`src/rtl/rasterint_multi.sv`:
```
// rasterint_multi: NCHAN raster-line compare channels with pending flags and a fixed-length int_n pulse.
// Define RASTERINT_HPOS_EN to add per-channel column compare (HPOS registers, CTRL bit5 = column[8]).
module rasterint_multi #(
   parameter int         NCHAN      = 4,
   parameter int         LINEW      = 9,
   parameter int         INT_CYCLES = 32,
   parameter logic [7:0] BASE_ADDR  = 8'h0C
) (
   input  logic             clk,
   input  logic             rst,
   input  logic [7:0]       zxuno_addr,
   input  logic             zxuno_regrd,
   input  logic             zxuno_regwr,
   input  logic [7:0]       din,
   output logic [7:0]       dout,
   output logic             oe,
   input  logic [LINEW-1:0] vcount,
   input  logic [8:0]       hcount,
   input  logic             line_start,
   output logic             int_n,
   output logic [NCHAN-1:0] pending,
   output logic             vretraceint_disable
);

   localparam logic [7:0] STATUS_OFF = 8'(2 * NCHAN);
   localparam int         HIW        = LINEW - 8;

   logic [LINEW-1:0] line_reg [NCHAN];
   logic [NCHAN-1:0] enable_reg;
   logic [NCHAN-1:0] pending_reg;
   logic             vret_dis;
   logic [7:0]       pulse_cnt;
   logic [7:0]       off;
   logic [NCHAN-1:0] fire;
   logic [NCHAN-1:0] ack;
   logic [7:0]       rd_val;
   logic             rd_hit;

`ifdef RASTERINT_HPOS_EN
   logic [8:0]       column_reg [NCHAN];
   logic             unused_line_start;
   assign unused_line_start = line_start;
`else
   logic             unused_hcount;
   assign unused_hcount = ^hcount;
`endif

   // Register offset relative to the block base; out-of-range offsets match nothing.
   assign off = zxuno_addr - BASE_ADDR;

   always_comb begin
      for (int i = 0; i < NCHAN; i++) begin
`ifdef RASTERINT_HPOS_EN
         fire[i] = enable_reg[i] && (vcount == line_reg[i]) && (hcount == column_reg[i]);
`else
         fire[i] = enable_reg[i] && line_start && (vcount == line_reg[i]);
`endif
      end
   end

   always_comb begin
      ack = '0;
      if (zxuno_regwr && (off == STATUS_OFF))
         ack = din[NCHAN-1:0];
   end

   always_ff @(posedge clk or posedge rst) begin
      if (rst) begin
         for (int i = 0; i < NCHAN; i++) begin
            line_reg[i] <= '1;
`ifdef RASTERINT_HPOS_EN
            column_reg[i] <= '0;
`endif
         end
         enable_reg <= '0;
         vret_dis   <= 1'b0;
      end else if (zxuno_regwr) begin
         for (int i = 0; i < NCHAN; i++) begin
            if (off == 8'(2 * i))
               line_reg[i][7:0] <= din;
            if (off == 8'(2 * i + 1)) begin
               enable_reg[i]          <= din[7];
               line_reg[i][LINEW-1:8] <= din[HIW-1:0];
`ifdef RASTERINT_HPOS_EN
               column_reg[i][8]       <= din[5];
`endif
            end
`ifdef RASTERINT_HPOS_EN
            if (off == 8'(2 * NCHAN + 1 + i))
               column_reg[i][7:0] <= din;
`endif
         end
         if (off == STATUS_OFF)
            vret_dis <= din[7];
      end
   end

   // A new fire sets pending even when the same bit is being acknowledged.
   always_ff @(posedge clk or posedge rst) begin
      if (rst)
         pending_reg <= '0;
      else
         pending_reg <= (pending_reg & ~ack) | fire;
   end

   // The pulse only starts from idle; fires during a pulse neither retrigger nor extend it.
   always_ff @(posedge clk or posedge rst) begin
      if (rst)
         pulse_cnt <= '0;
      else if ((|fire) && (pulse_cnt == 8'd0))
         pulse_cnt <= 8'(INT_CYCLES);
      else if (pulse_cnt != 8'd0)
         pulse_cnt <= pulse_cnt - 8'd1;
   end

   always_comb begin
      rd_val = 8'h00;
      rd_hit = 1'b0;
      for (int i = 0; i < NCHAN; i++) begin
         if (off == 8'(2 * i)) begin
            rd_hit = 1'b1;
            rd_val = line_reg[i][7:0];
         end
         if (off == 8'(2 * i + 1)) begin
            rd_hit             = 1'b1;
            rd_val             = {enable_reg[i], pending_reg[i], 6'b000000};
            rd_val[HIW-1:0]    = line_reg[i][LINEW-1:8];
`ifdef RASTERINT_HPOS_EN
            rd_val[5]          = column_reg[i][8];
`endif
         end
`ifdef RASTERINT_HPOS_EN
         if (off == 8'(2 * NCHAN + 1 + i)) begin
            rd_hit = 1'b1;
            rd_val = column_reg[i][7:0];
         end
`endif
      end
      if (off == STATUS_OFF) begin
         rd_hit             = 1'b1;
         rd_val             = 8'h00;
         rd_val[7]          = vret_dis;
         rd_val[NCHAN-1:0]  = pending_reg;
      end
   end

   always_comb begin
      oe   = 1'b0;
      dout = 8'hFF;
      if (zxuno_regrd && rd_hit) begin
         oe   = 1'b1;
         dout = rd_val;
      end
   end

   assign int_n               = (pulse_cnt == 8'd0);
   assign pending             = pending_reg;
   assign vretraceint_disable = vret_dis;

endmodule

```
`config.mk`:
```
export PLATFORM = sky130hd
export DESIGN_NAME = rasterint_multi
export DESIGN_NICKNAME = d
export VERILOG_FILES = /design/src/rtl/rasterint_multi.sv
export SDC_FILE = /design/constraint.sdc
export NUM_CORES = 1
export LEC_CHECK = 0
export CAP_MARGIN = 15
export CORE_AREA = 2 2 79 81
export DETAILED_ROUTE_END_ITERATION = 7
export DIE_AREA = 0 0 81 83
export GPL_ROUTABILITY_DRIVEN = 0
export PLACE_DENSITY = 0.79
export SLEW_MARGIN = 20
export SYNTH_ARGS = -nofsm -noshare
export SYNTH_HDL_FRONTEND = slang
export SYNTH_SLANG_ARGS = --single-unit
```
`constraint.sdc`:
```
create_clock -name clk -period 2.4 [get_ports clk]
set_input_delay 0.24 -clock clk [delete_from_list [all_inputs] [get_ports clk]]
set_output_delay 0.24 -clock clk [all_outputs]
set_load 0.01 [all_outputs]
```
**After elaboration in Yosys (flattened, before gate mapping)**

Index checks and enable logic that the tools add are counted.

- Flip-flop bits (word level): 53
- Input port bits: 39
- Word-level logic and storage cells: 80

- Add/subtract/negate cells: 2
- Equal/unequal tests: 12
- Mux-type cells: 23
- Bitwise operators: 3
- Reductions and logical operators: 25

Operator list:

| kind | number |
|---|---|
| $mux W8 | 12 |
| $eq A9 B9 Y1 | 4 |
| $eq A8 B3 Y1 const B | 4 |
| $reduce_and A2 Y1 | 9 |
| $eq A8 B2 Y1 const B | 2 |
| $logic_not A8 Y1 | 2 |
| $logic_and A1 B1 Y1 | 11 |
| $mux W1 | 10 |
| $eq A8 B1 Y1 const B | 1 |
| $eq A8 B4 Y1 const B | 1 |
| $reduce_bool A8 Y1 | 1 |
| $sub A8 B1 Y8 const B | 1 |
| $sub A8 B4 Y8 const B | 1 |
| $and A4 B4 Y4 | 1 |
| $mux W4 | 1 |
| $not A4 Y4 | 1 |
| $or A4 B4 Y4 | 1 |
| $reduce_or A4 Y1 | 1 |
| $reduce_bool A2 Y1 | 1 |

**Depth between registers and ports, before layout**

Gate-level depths: netlist of run 1.

- Depth in word-level cells: 13
- Depth in mapped cells: 7

**Least setup slack after synthesis of run 1**

No wires, ideal clock.

- Path kind: in2out
- Start point: input port zxuno_addr[5]
- End point: output port dout[6]
- Arrival: 1.751 ns
- Setup slack: 0.409 ns
- Stages: 6
- Path through: or3_1 or3_1 buf_6 nor2_1 a21oi_1 o41ai_1

- Word-level cells in the longest chain between the ends: 13
- Elaborated cells on any way between the ends: 30
- Those cells by class: 1 x add/sub; 8 x eq/ne; 19 x mux; 2 x reduce/logical

Ends and longest elaborated chain:

| element | line | source |
|---|---|---|
| from (decl) | 11 | `input logic [7:0] zxuno_addr,` |
| $sub A8 B4 Y8 (*) | 49 | `assign off = zxuno_addr - BASE_ADDR;` |
| $logic_not A8 Y1 | 120 | `if (off == 8'(2 * i)) begin` |
| $mux W1 | 120 |  |
| $mux W1 | 124 | `if (off == 8'(2 * i + 1)) begin` |
| $mux W1 | 120 |  |
| $mux W1 | 124 |  |
| $mux W1 | 120 |  |
| $mux W1 | 124 |  |
| $mux W1 | 120 |  |
| $mux W1 | 124 |  |
| $mux W1 | 139 | `if (off == STATUS_OFF) begin` |
| $logic_and A1 B1 Y1 | 150 | `if (zxuno_regrd && rd_hit) begin` |
| $mux W8 (*) | 150 |  |
| to (decl) | 15 | `output logic [7:0] dout,` |

Every way passes the cells marked *; elsewhere a longest branch is shown, timed or not.

**Final worst setup path of run 1**

- Start point: input port zxuno_addr[7]
- End point: output port dout[5]

Same word-level chain as after synthesis.

==> impl_metrics.csv, run 1 <==
group,metric,value,unit
routing,firstDrtPassIters,4,
synthesis,ys_ff_latch,53,
die,top_level_ports,54,
cts,numCtsBuffers,5,
sta,fin_tns_setup,0,ns
global_route,grt_max_degree,29,
die,num_rows,28,
place,dp_hpwl,5750,um
cells_and_area,multi_input_area,1640,sq um
cells_and_area,diodes,0,
global_route,grt_overflow,0,
flow_run,drv_cap,0,
cells_and_area,nets,374,
critical_path,cp_max_fo,4,
cts,cts_tree,"yes",
global_route,grt_use_total,0.253,
synthesis,synth_mux_area_frac,0.198,
global_route,grt_pass1_vias,2506,
routing,drc_errors,0,
cells_and_area,area_growth,27.6,%
cts,clock_sinks,53,
die,dieArea,6720,sq um
routing,vias,2436,
cts,cts.clk_slew.worst_paths,0.09,ns
synthesis,yosys.cell_types.count,45,
die,die_h,83,um
routing,ant_nets,0,
critical_path,worstRegToRegCells,6,
power_and_ir_drop,comb_power_share,0.198,
die,die_w,81,um
power_and_ir_drop,power_frac_seq,0.521,
critical_path,r2r_start,"pulse_cnt[0]",
power_and_ir_drop,p_clk_frac,0.281,
sta,hold_violations,0,
routing,wl_per_cell,19.3,um
synthesis,synth-main-ff-cell,"dfstp_2",
synthesis,synth_compound_area_frac,0.0545,
sta,clock-skew-final,0.00484,ns
synthesis,netlist_instances,263,
synthesis,ys_warn_count,0,
power_and_ir_drop,p_int,1.56,mW
cells_and_area,fillers,461,
cells_and_area,fin_util,0.670,
cts,clk_root_buffer_cell,"clkbuf_8",
power_and_ir_drop,p_per_area,553,nW/um^2
synthesis,async_flop_share,1.00,
critical_path,arrival,2.05,ns
sta,worst_pin_slew,0.594,ns
global_route,grt_pass1_wl,12900,um
sta,max_freq,436,MHz
routing,post_drt_via_cell_ratio,5.96,
synthesis,synthTopCellsByCount,"dfstp_2, xor2_1, mux2_2, nand2_1, dfrtp_1",
min_path,hp-class,"in2async",
place,port_buffers,44,
critical_path,worstSetupPathType,"in2out",
cts,clockBufferDepth,2,
cells_and_area,drive_gt1_frac,0.407,
synthesis,syn_nets,304,
die,core,5820,sq um
sta,rsz0062_at_grt,"no",
power_and_ir_drop,net-switching-power,0.591,mW
sta,relSlewSlack,0.603,
synthesis,syn_area_per_cell,11.6,sq um
power_and_ir_drop,p_sw_frac,0.274,
synthesis,synthSimpleGateAreaFrac,0.159,
routing,routed_wl,7910,um
routing,drtIter0Drc,227,
critical_path,startpoint_type,"input port",
synthesis,synthTopCellsByArea,"dfstp_2, dfrtp_1, mux2_2, xor2_1, mux2_4",
synthesis,synthesis.area,3050,sq um
sta,finalCritPeriodShare,0.955,
synthesis,synth_edf_count,0,
cells_and_area,largest_register_ffs,36,
synthesis,synth_top_family_by_area,"multiplexers",
critical_path,ff2ff_setup_slack,0.49,ns
synthesis,ys_seq_area_frac,0.449,
global_route,antenna_found_initial,0,
cells_and_area,seqCellArea,1370,sq um
synthesis,synth-xor-area-share,0.112,
power_and_ir_drop,power_leakage,1.73,nW
sta,min_period,2.29,ns
synthesis,synthAdderAreaFrac,0.00820,
cts,clk_latency,0.31,ns
die,initial_core_util,0.525,
cts,cts_max_level,2,
run_status,status,"finished, final reports clean",
critical_path,r2r-end,"pulse_cnt[6]",
synthesis,yosysTopAreaCellShare,0.310,
sta,finalSetupViolCount,0,
synthesis,synth_area_leader_cell,"dfstp_2",
critical_path,worstPathRequired,2.16,ns
critical_path,cp-end-kind,"output pin",
power_and_ir_drop,peakVddDrop,376,uV
sta,drv_slew,0,
synthesis,yosysMostFrequentCell,"dfstp_2",
[cell type report]
class                   count  share of cell area
multi-input cells         197               0.422
flip-flops and latches     53               0.352
repair buffers             72               0.170
well taps                  75              0.0241
clock buffers               6              0.0186
clock inverters             2             0.00996
inverters                   4             0.00385
[critical path, stage by stage]
cell	delay (ns)
dlygate4sd2_1	0.25
or3_1	0.39
or3_4	0.40
buf_6	0.14
nor2_4	0.14
buf_6	0.11
buf_4	0.10
a222oi_1	0.07
nand3_1	0.09
buf_2	0.13
[logic make-up after synthesis]
kind of cell    count (synthesis)
buf+inv                        13
simple gates                   88
xor+xnor                       39
mux                            46
flops                          53
fa+ha+maj                       2
compound gates                 22
[cells in the final DEF, fill, tap and decap left out, drive strengths merged, types with 2 or more instances in the layout]
master	count
nor3b	2
dlygate4sd2	7
or2	2
inv	4
nor3	8
a21oi	3
dfstp	36
clkbuf	6
xor2	35
nor2	8
dfrtp	17
buf	34
o21ai	3
nand3	16
or3	2
mux2	41
and3	6
mux4	5
nor4	10
a222oi	5
nand2b	2
ha	2
a21o	2
xnor2	4
nand2	24
clkdlybuf4s50	31
a22oi	4
[power by group through the flow]
| stage | Sequential, mW | Combinational (mW) | Clock [mW] |
|---|---|---|---|
| 6_report | 1.12 | 0.427 | 0.605 |
| 5_1_grt | 1.14 | 0.479 | 0.659 |
| 4_1_cts | 1.12 | 0.426 | 0.621 |
| 3_5_place_dp | 1.14 | 0.427 | 0 |
| 3_3_place_gp | 1.13 | 0.411 | 0 |
| 2_1_floorplan | 1.11 | 0.276 | 0 |
[through the flow]
step | hold slack (ns) | cell area, sq um | instances | power, mW | worst slack, ns
6_report | 0.312 | 3890 | 409 | 2.15 | 0.108
5_1_grt | 0.367 | 3890 | 409 | 2.27 | 0.0270
4_1_cts | 0.326 | 3890 | 409 | 2.17 | 0.0953
3_5_place_dp | 0.488 | 3750 | 396 | 1.56 | -0.498
3_3_place_gp | 0.467 | 3750 | 396 | 1.54 | -0.488
2_1_floorplan | 0.388 | 3050 | 263 | 1.38 | 0.409
[metal layers]
layer / part of all wire / wire length, um / global-route usage
met1: 0.42 / 3360 / 0.332
met2: 0.51 / 4000 / 0.418
met3: 0.042 / 334 / 0.0511
met4: 0.028 / 218 / 0.0786
met5: 0 / 0 / 0
[timing repair]
item,CTS,global route
endpoints found under the setup margin,9,3
endpoints found under the hold margin,0,0
setup buffers,5,0
resized for setup,38,2
gates cloned,0,0
hold buffers,0,0
pin swaps,8,1
[worst max-delay path by stage]
stage / cells after the start / end / from / slack [ns]
after CTS: 3 / int_n / pulse_cnt[4] / 0.1
after global routing: 9 / dout[3] / zxuno_addr[3] / 0.03
after floorplan: 6 / dout[6] / zxuno_addr[5] / 0.41
final: 10 / dout[5] / zxuno_addr[7] / 0.11
after detailed placement: 7 / dout[6] / zxuno_addr[5] / -0.50
after global placement: 7 / dout[6] / zxuno_addr[5] / -0.49
(Power assumes the default switching activity.)
==> run 2, diff against run 1 <==
--- a/config.mk
+++ b/config.mk
@@ -7,9 +7,11 @@
 export LEC_CHECK = 0
 export CAP_MARGIN = 15
 export CORE_AREA = 2 2 79 81
+export CTS_CLUSTER_DIAMETER = 200
 export DETAILED_ROUTE_END_ITERATION = 7
 export DIE_AREA = 0 0 81 83
 export GPL_ROUTABILITY_DRIVEN = 0
+export GPL_TIMING_DRIVEN = 0
 export PLACE_DENSITY = 0.79
 export SLEW_MARGIN = 20
 export SYNTH_ARGS = -nofsm -noshare
==> impl_metrics.csv, run 2 (synthesis gave the netlist of run 1 again) <==
group,metric,value,unit
sta,finalCritPeriodShare,0.984,
place,dp_hpwl,5610,um
cells_and_area,final_common_cell,"dfstp_2",
global_route,grt_max_degree,34,
cts,cts.clk_slew.worst_paths,0.10,ns
power_and_ir_drop,p_int,1.45,mW
global_route,grt_pass1_wl,12600,um
sta,holdWs,0.253,ns
die,num_rows,28,
critical_path,worstSetupPathType,"in2out",
die,dieArea,6720,sq um
power_and_ir_drop,comb_power_share,0.205,
critical_path,startpoint_type,"input port",
sta,drv_slew,0,
routing,ant_nets,0,
die,initial_core_util,0.525,
cells_and_area,layout_common_cells,"dfstp_2, xor2_1, mux2_2, clkdlybuf4s50_1, nand2_1",
critical_path,worstPathRequired,2.16,ns
routing,drtIter0Drc,236,
cells_and_area,final_area,3790,sq um
cells_and_area,diodes,0,
critical_path,cp_top_family,"buffers and inverters",
min_path,hp-class,"in2async",
cts,ctsHoldBuffers,0,
global_route,grt_pass1_vias,2453,
global_route,antenna_found_initial,0,
sta,finalSetupViolCount,0,
routing,wl_per_cell,19.3,um
cts,cts_max_level,2,
place,pre_cts_ws,-0.683,ns
sta,layout_setup_ws,0.0388,ns
sta,max_freq,424,MHz
flow_run,drv_cap,0,
routing,drc_errors,0,
critical_path,arrival,2.12,ns
cts,numCtsBuffers,5,
sta,hold_violations,0,
die,die_w,81,um
die,top_level_ports,54,
die,core,5820,sq um
critical_path,path_buf_inv,5,
cells_and_area,nets,361,
cells_and_area,largest_register_ffs,36,
power_and_ir_drop,net-switching-power,0.611,mW
power_and_ir_drop,power_leakage,1.66,nW
global_route,grt_overflow,0,
critical_path,max_stage_delay,0.53,ns
sta,rsz0062_at_grt,"yes",
sta,min_period,2.36,ns
critical_path,crit_chain,"clkdlybuf4s50_1, nand2b_1, or3_1, buf_6, buf_4, nor2_4, buf_6, a222oi_1, nand3_1, buf_2",
routing,routed_wl,7660,um
cts,cts_tree,"yes",
cells_and_area,area_growth,24.0,%
routing,firstDrtPassIters,6,
power_and_ir_drop,p_per_area,544,nW/um^2
sta,worst_pin_slew,0.595,ns
cts,clk_root_buffer_cell,"clkbuf_8",
power_and_ir_drop,power_frac_seq,0.547,
routing,post_drt_via_cell_ratio,6.03,
power_and_ir_drop,p_clk_frac,0.249,
cells_and_area,drive_gt1_frac,0.402,
critical_path,cp_common_cell,"buf_6",
critical_path,cpMaxStageDelayCell,"clkdlybuf4s50_1",
cts,clock_sinks,53,
power_and_ir_drop,peakVddDrop,345,uV
sta,clock-skew-final,0.00832,ns
critical_path,cp-end-kind,"output pin",
global_route,grt_use_total,0.246,
critical_path,cp_max_fo,4,
run_status,status,"finished, final reports clean",
power_and_ir_drop,p_sw_frac,0.297,
place,postPlaceCellArea,3600,sq um
cts,clk_latency,0.32,ns
die,die_h,83,um
place,port_buffers,43,
cts,clockBufferDepth,2,
sta,relSlewSlack,0.601,
routing,vias,2387,
==> run 2: cell types whose count changed in the layout (fill, tap and decap cells not counted), sizes merged <==
cell / previous run / this run
inv: 4 / 5
bufinv: 1 / 0
clkdlybuf4s15: 0 / 1
dlygate4sd2: 7 / 5
buf: 34 / 18
clkbuf: 6 / 10
==> run 2: power by group through the flow <==
stage          combinational (mW)  sequential (mW)  clock [mW]
3_3_place_gp                0.392             1.13           0
6_report                    0.421             1.13       0.512
4_1_cts                     0.417             1.12       0.525
2_1_floorplan               0.276             1.11           0
3_5_place_dp                0.415             1.14           0
5_1_grt                     0.471             1.14       0.563
==> run 2: per-stage QoR <==
step	total power [mW]	cells	utilization	TNS [ns]
after global routing	2.18	396	0.651	-0.134
final	2.06	396	0.651	0
after detailed placement	1.55	382	0.619	-12.77
after CTS	2.06	397	0.646	0
after global placement	1.52	381	0.615	-12.96
after floorplan	1.38	263	-	0
==> run 2: metal layers <==
layer / share of wire / global-route usage
met4: 0.024 / 0.0847
met1: 0.44 / 0.333
met5: 0 / 0
met3: 0.045 / 0.0435
met2: 0.49 / 0.397
==> run 2: worst register-to-register path: stages (launching register included) <==
cell,delay (ns)
dfrtp_1,0.39
inv_1,0.07
ha_1,0.20
and3_2,0.23
or3b_2,0.49
nor4_1,0.24
xor2_1,0.17
==> run 2: repair_timing <==
item	in CTS	in global routing
buffers inserted	9	0
endpoints found under the setup margin	18	9
gates resized for setup	37	16
pin swaps	7	2
==> run 2: worst paths after layout <==
check                         startpoint            to  slack (ns)  cells after the start
min in group clk            pulse_cnt[6]  pulse_cnt[6]        0.50                      1
setup / recovery           zxuno_addr[4]       dout[3]        0.04                     10
max in group asynchronous            rst   line_reg[8]        1.53                      3
hold reg to reg             pulse_cnt[6]  pulse_cnt[6]        0.50                      1
hold / removal                       rst  pulse_cnt[2]        0.25                      2
setup reg to reg            pulse_cnt[0]  pulse_cnt[6]        0.55                      6
==> run 2: layout make-up <==
class,count,area (sq um)
fillers,473,2030
multi-input cells,197,1690
flip-flops and latches,53,1370
repair buffers,53,489
well taps,75,93.8
clock buffers,6,72.6
plain buffers,6,45.0
inverters,4,15.0
clock inverters,2,13.8
==> run 3, diff against run 2 <==
--- a/config.mk
+++ b/config.mk
@@ -17,3 +17,4 @@
 export SYNTH_ARGS = -nofsm -noshare
 export SYNTH_HDL_FRONTEND = slang
 export SYNTH_SLANG_ARGS = --single-unit
+export TNS_END_PERCENT = 20
==> constraint.sdc (replaced) <==
create_clock -name clk -period 2.35 [get_ports clk]
set_input_delay 0.235 -clock clk [delete_from_list [all_inputs] [get_ports clk]]
set_output_delay 0.235 -clock clk [all_outputs]
set_load 0.01 [all_outputs]
==> impl_metrics.csv, run 3 (synthesis gave the netlist of run 1 again) <==
group,metric,value,unit
die,num_rows,28,
power_and_ir_drop,power,2.10,mW
critical_path,worstRegToRegCells,6,
run_status,status,"complete, but fails checks",
sta,clock-skew-final,0.00761,ns
critical_path,cpMaxStageDelayCell,"nor3_2",
place,dp.cells,382,
sta,layout_setup_ws,-0.00670,ns
global_route,antenna_found_initial,0,
cts,numCtsBuffers,5,
cells_and_area,area_growth,23.6,%
critical_path,cp_top_family,"simple AND/OR/NAND/NOR gates",
routing,ant_nets,0,
sta,hold_violations,0,
cells_and_area,drive_gt1_frac,0.397,
place,port_buffers,43,
sta,drv_slew,0,
cells_and_area,largest_register_ffs,36,
cells_and_area,nets,360,
sta,finalCritPeriodShare,1.00,
die,top_level_ports,54,
routing,routed_wl,7630,um
cts,cts.clk_slew.worst_paths,0.10,ns
place,dp_hpwl,5610,um
cts,cts_tree,"yes",
critical_path,max_stage_delay,0.53,ns
critical_path,ff2ff_setup_slack,0.50,ns
routing,post_drt_via_cell_ratio,5.99,
cells_and_area,layout_common_cells,"dfstp_2, xor2_1, mux2_2, clkdlybuf4s50_1, nand2_1",
global_route,met2_usage,0.395,
power_and_ir_drop,power_leakage,1.66,nW
cts,cts_max_level,2,
die,initial_core_util,0.525,
global_route,grt_max_degree,34,
routing,drtIter0Drc,175,
global_route,gr-usage-met3,0.0435,
cts,clockBufferDepth,2,
global_route,busiest_layer,"met2",
routing,drc_errors,0,
cells_and_area,stdcell_count,395,
critical_path,r2r-end,"pulse_cnt[6]",
power_and_ir_drop,peakVddDrop,350,uV
critical_path,cp-end-kind,"output pin",
die,dieArea,6720,sq um
global_route,grt_use_total,0.247,
cells_and_area,multi_input_area,1670,sq um
sta,finalSetupViolCount,1,
sta,worst_pin_slew,0.605,ns
critical_path,worstPathRequired,2.12,ns
sta,rsz0062_at_grt,"yes",
cts,clk_root_buffer_cell,"clkbuf_8",
global_route,met1_usage,0.331,
sta,fin_tns_setup,-0.00670,ns
cells_and_area,final_area,3770,sq um
cells_and_area,fillers,474,
die,die_w,81,um
run_status,violations,"setup timing",
critical_path,path_buf_inv,2,
place,postPlaceCellArea,3600,sq um
global_route,grt_pass1_vias,2461,
cells_and_area,final_common_cell,"dfstp_2",
routing,firstDrtPassIters,4,
min_path,hp-class,"in2async",
critical_path,crit_chain,"dlygate4sd2_1, nor3_1, nand4b_1, nor3_2, a22oi_1, nand3_1, clkdlybuf4s15_2",
die,die_h,83,um
cts,clk_latency,0.32,ns
critical_path,worstSetupPathType,"in2out",
critical_path,arrival,2.12,ns
cts,clock_sinks,53,
power_and_ir_drop,p_per_area,556,nW/um^2
routing,vias,2366,
cells_and_area,diodes,0,
sta,min_period,2.36,ns
global_route,grt_overflow,0,
cells_and_area,seqCellArea,1370,sq um
die,core,5820,sq um
sta,holdWs,0.248,ns
critical_path,startpoint_type,"input port",
critical_path,r2r_start,"pulse_cnt[0]",
critical_path,cp_max_fo,6,
flow_run,drv_cap,0,
global_route,grt_pass1_wl,12600,um
routing,wl_per_cell,19.3,um
sta,max_freq,424,MHz
sta,relSlewSlack,0.594,
## run 3: worst max path at each step
stage | from | slack (ns) | to | cells past startpoint
global route | zxuno_addr[5] | -0.06 | dout[2] | 7
global placement | zxuno_addr[5] | -0.68 | dout[2] | 7
finish | zxuno_addr[5] | -0.007 | dout[2] | 7
CTS | zxuno_addr[7] | 0.002 | dout[3] | 10
floorplan | zxuno_addr[5] | 0.37 | dout[6] | 6
detailed placement | zxuno_addr[5] | -0.72 | dout[3] | 7
## run 3: stage by stage
stage	setup slack, ns	util
floorplan	0.369	-
global placement	-0.680	0.615
detailed placement	-0.723	0.619
CTS	0.00191	0.647
global route	-0.0584	0.649
finish	-0.00670	0.649
## run 3: cell type report
cell class | instances | share of cell area
plain buffers | 6 | 0.0133
clock buffers | 6 | 0.0192
clock inverters | 2 | 0.00365
inverters | 4 | 0.00398
multi-input cells | 197 | 0.444
flip-flops and latches | 53 | 0.363
well taps | 75 | 0.0249
repair buffers | 52 | 0.128
## run 3: repair_timing
item | CTS | global route
gates resized for setup | 46 | 4
buffers inserted | 6 | 2
hold buffers | 0 | 0
pin swaps | 5 | 4
gates cloned | 0 | 0
endpoints found under the setup margin | 18 | 9
## run 3: power breakdown
part | internal [mW] | switching, mW | total (mW) | leakage [nW]
clock | 0.213 | 0.307 | 0.520 | 0.0456
sequential | 1.04 | 0.108 | 1.15 | 0.593
combinational | 0.223 | 0.204 | 0.427 | 1.02
total | 1.48 | 0.619 | 2.10 | 1.66
## run 3: metal layers
layer / routed length, um / part of all wire
met2: 3820 / 0.50
met1: 3240 / 0.42
met4: 191 / 0.025
met5: 0 / 0
met3: 379 / 0.050
## run 3: worst reg2reg max path: cells and delay by family, from the launching register on
| family | cells | cell delay (ns) |
|---|---|---|
| buf+inv | 1 | 0.07 |
| xor+xnor | 1 | 0.17 |
| fa+ha+maj | 1 | 0.20 |
| simple gates | 3 | 0.96 |
| flops | 1 | 0.39 |
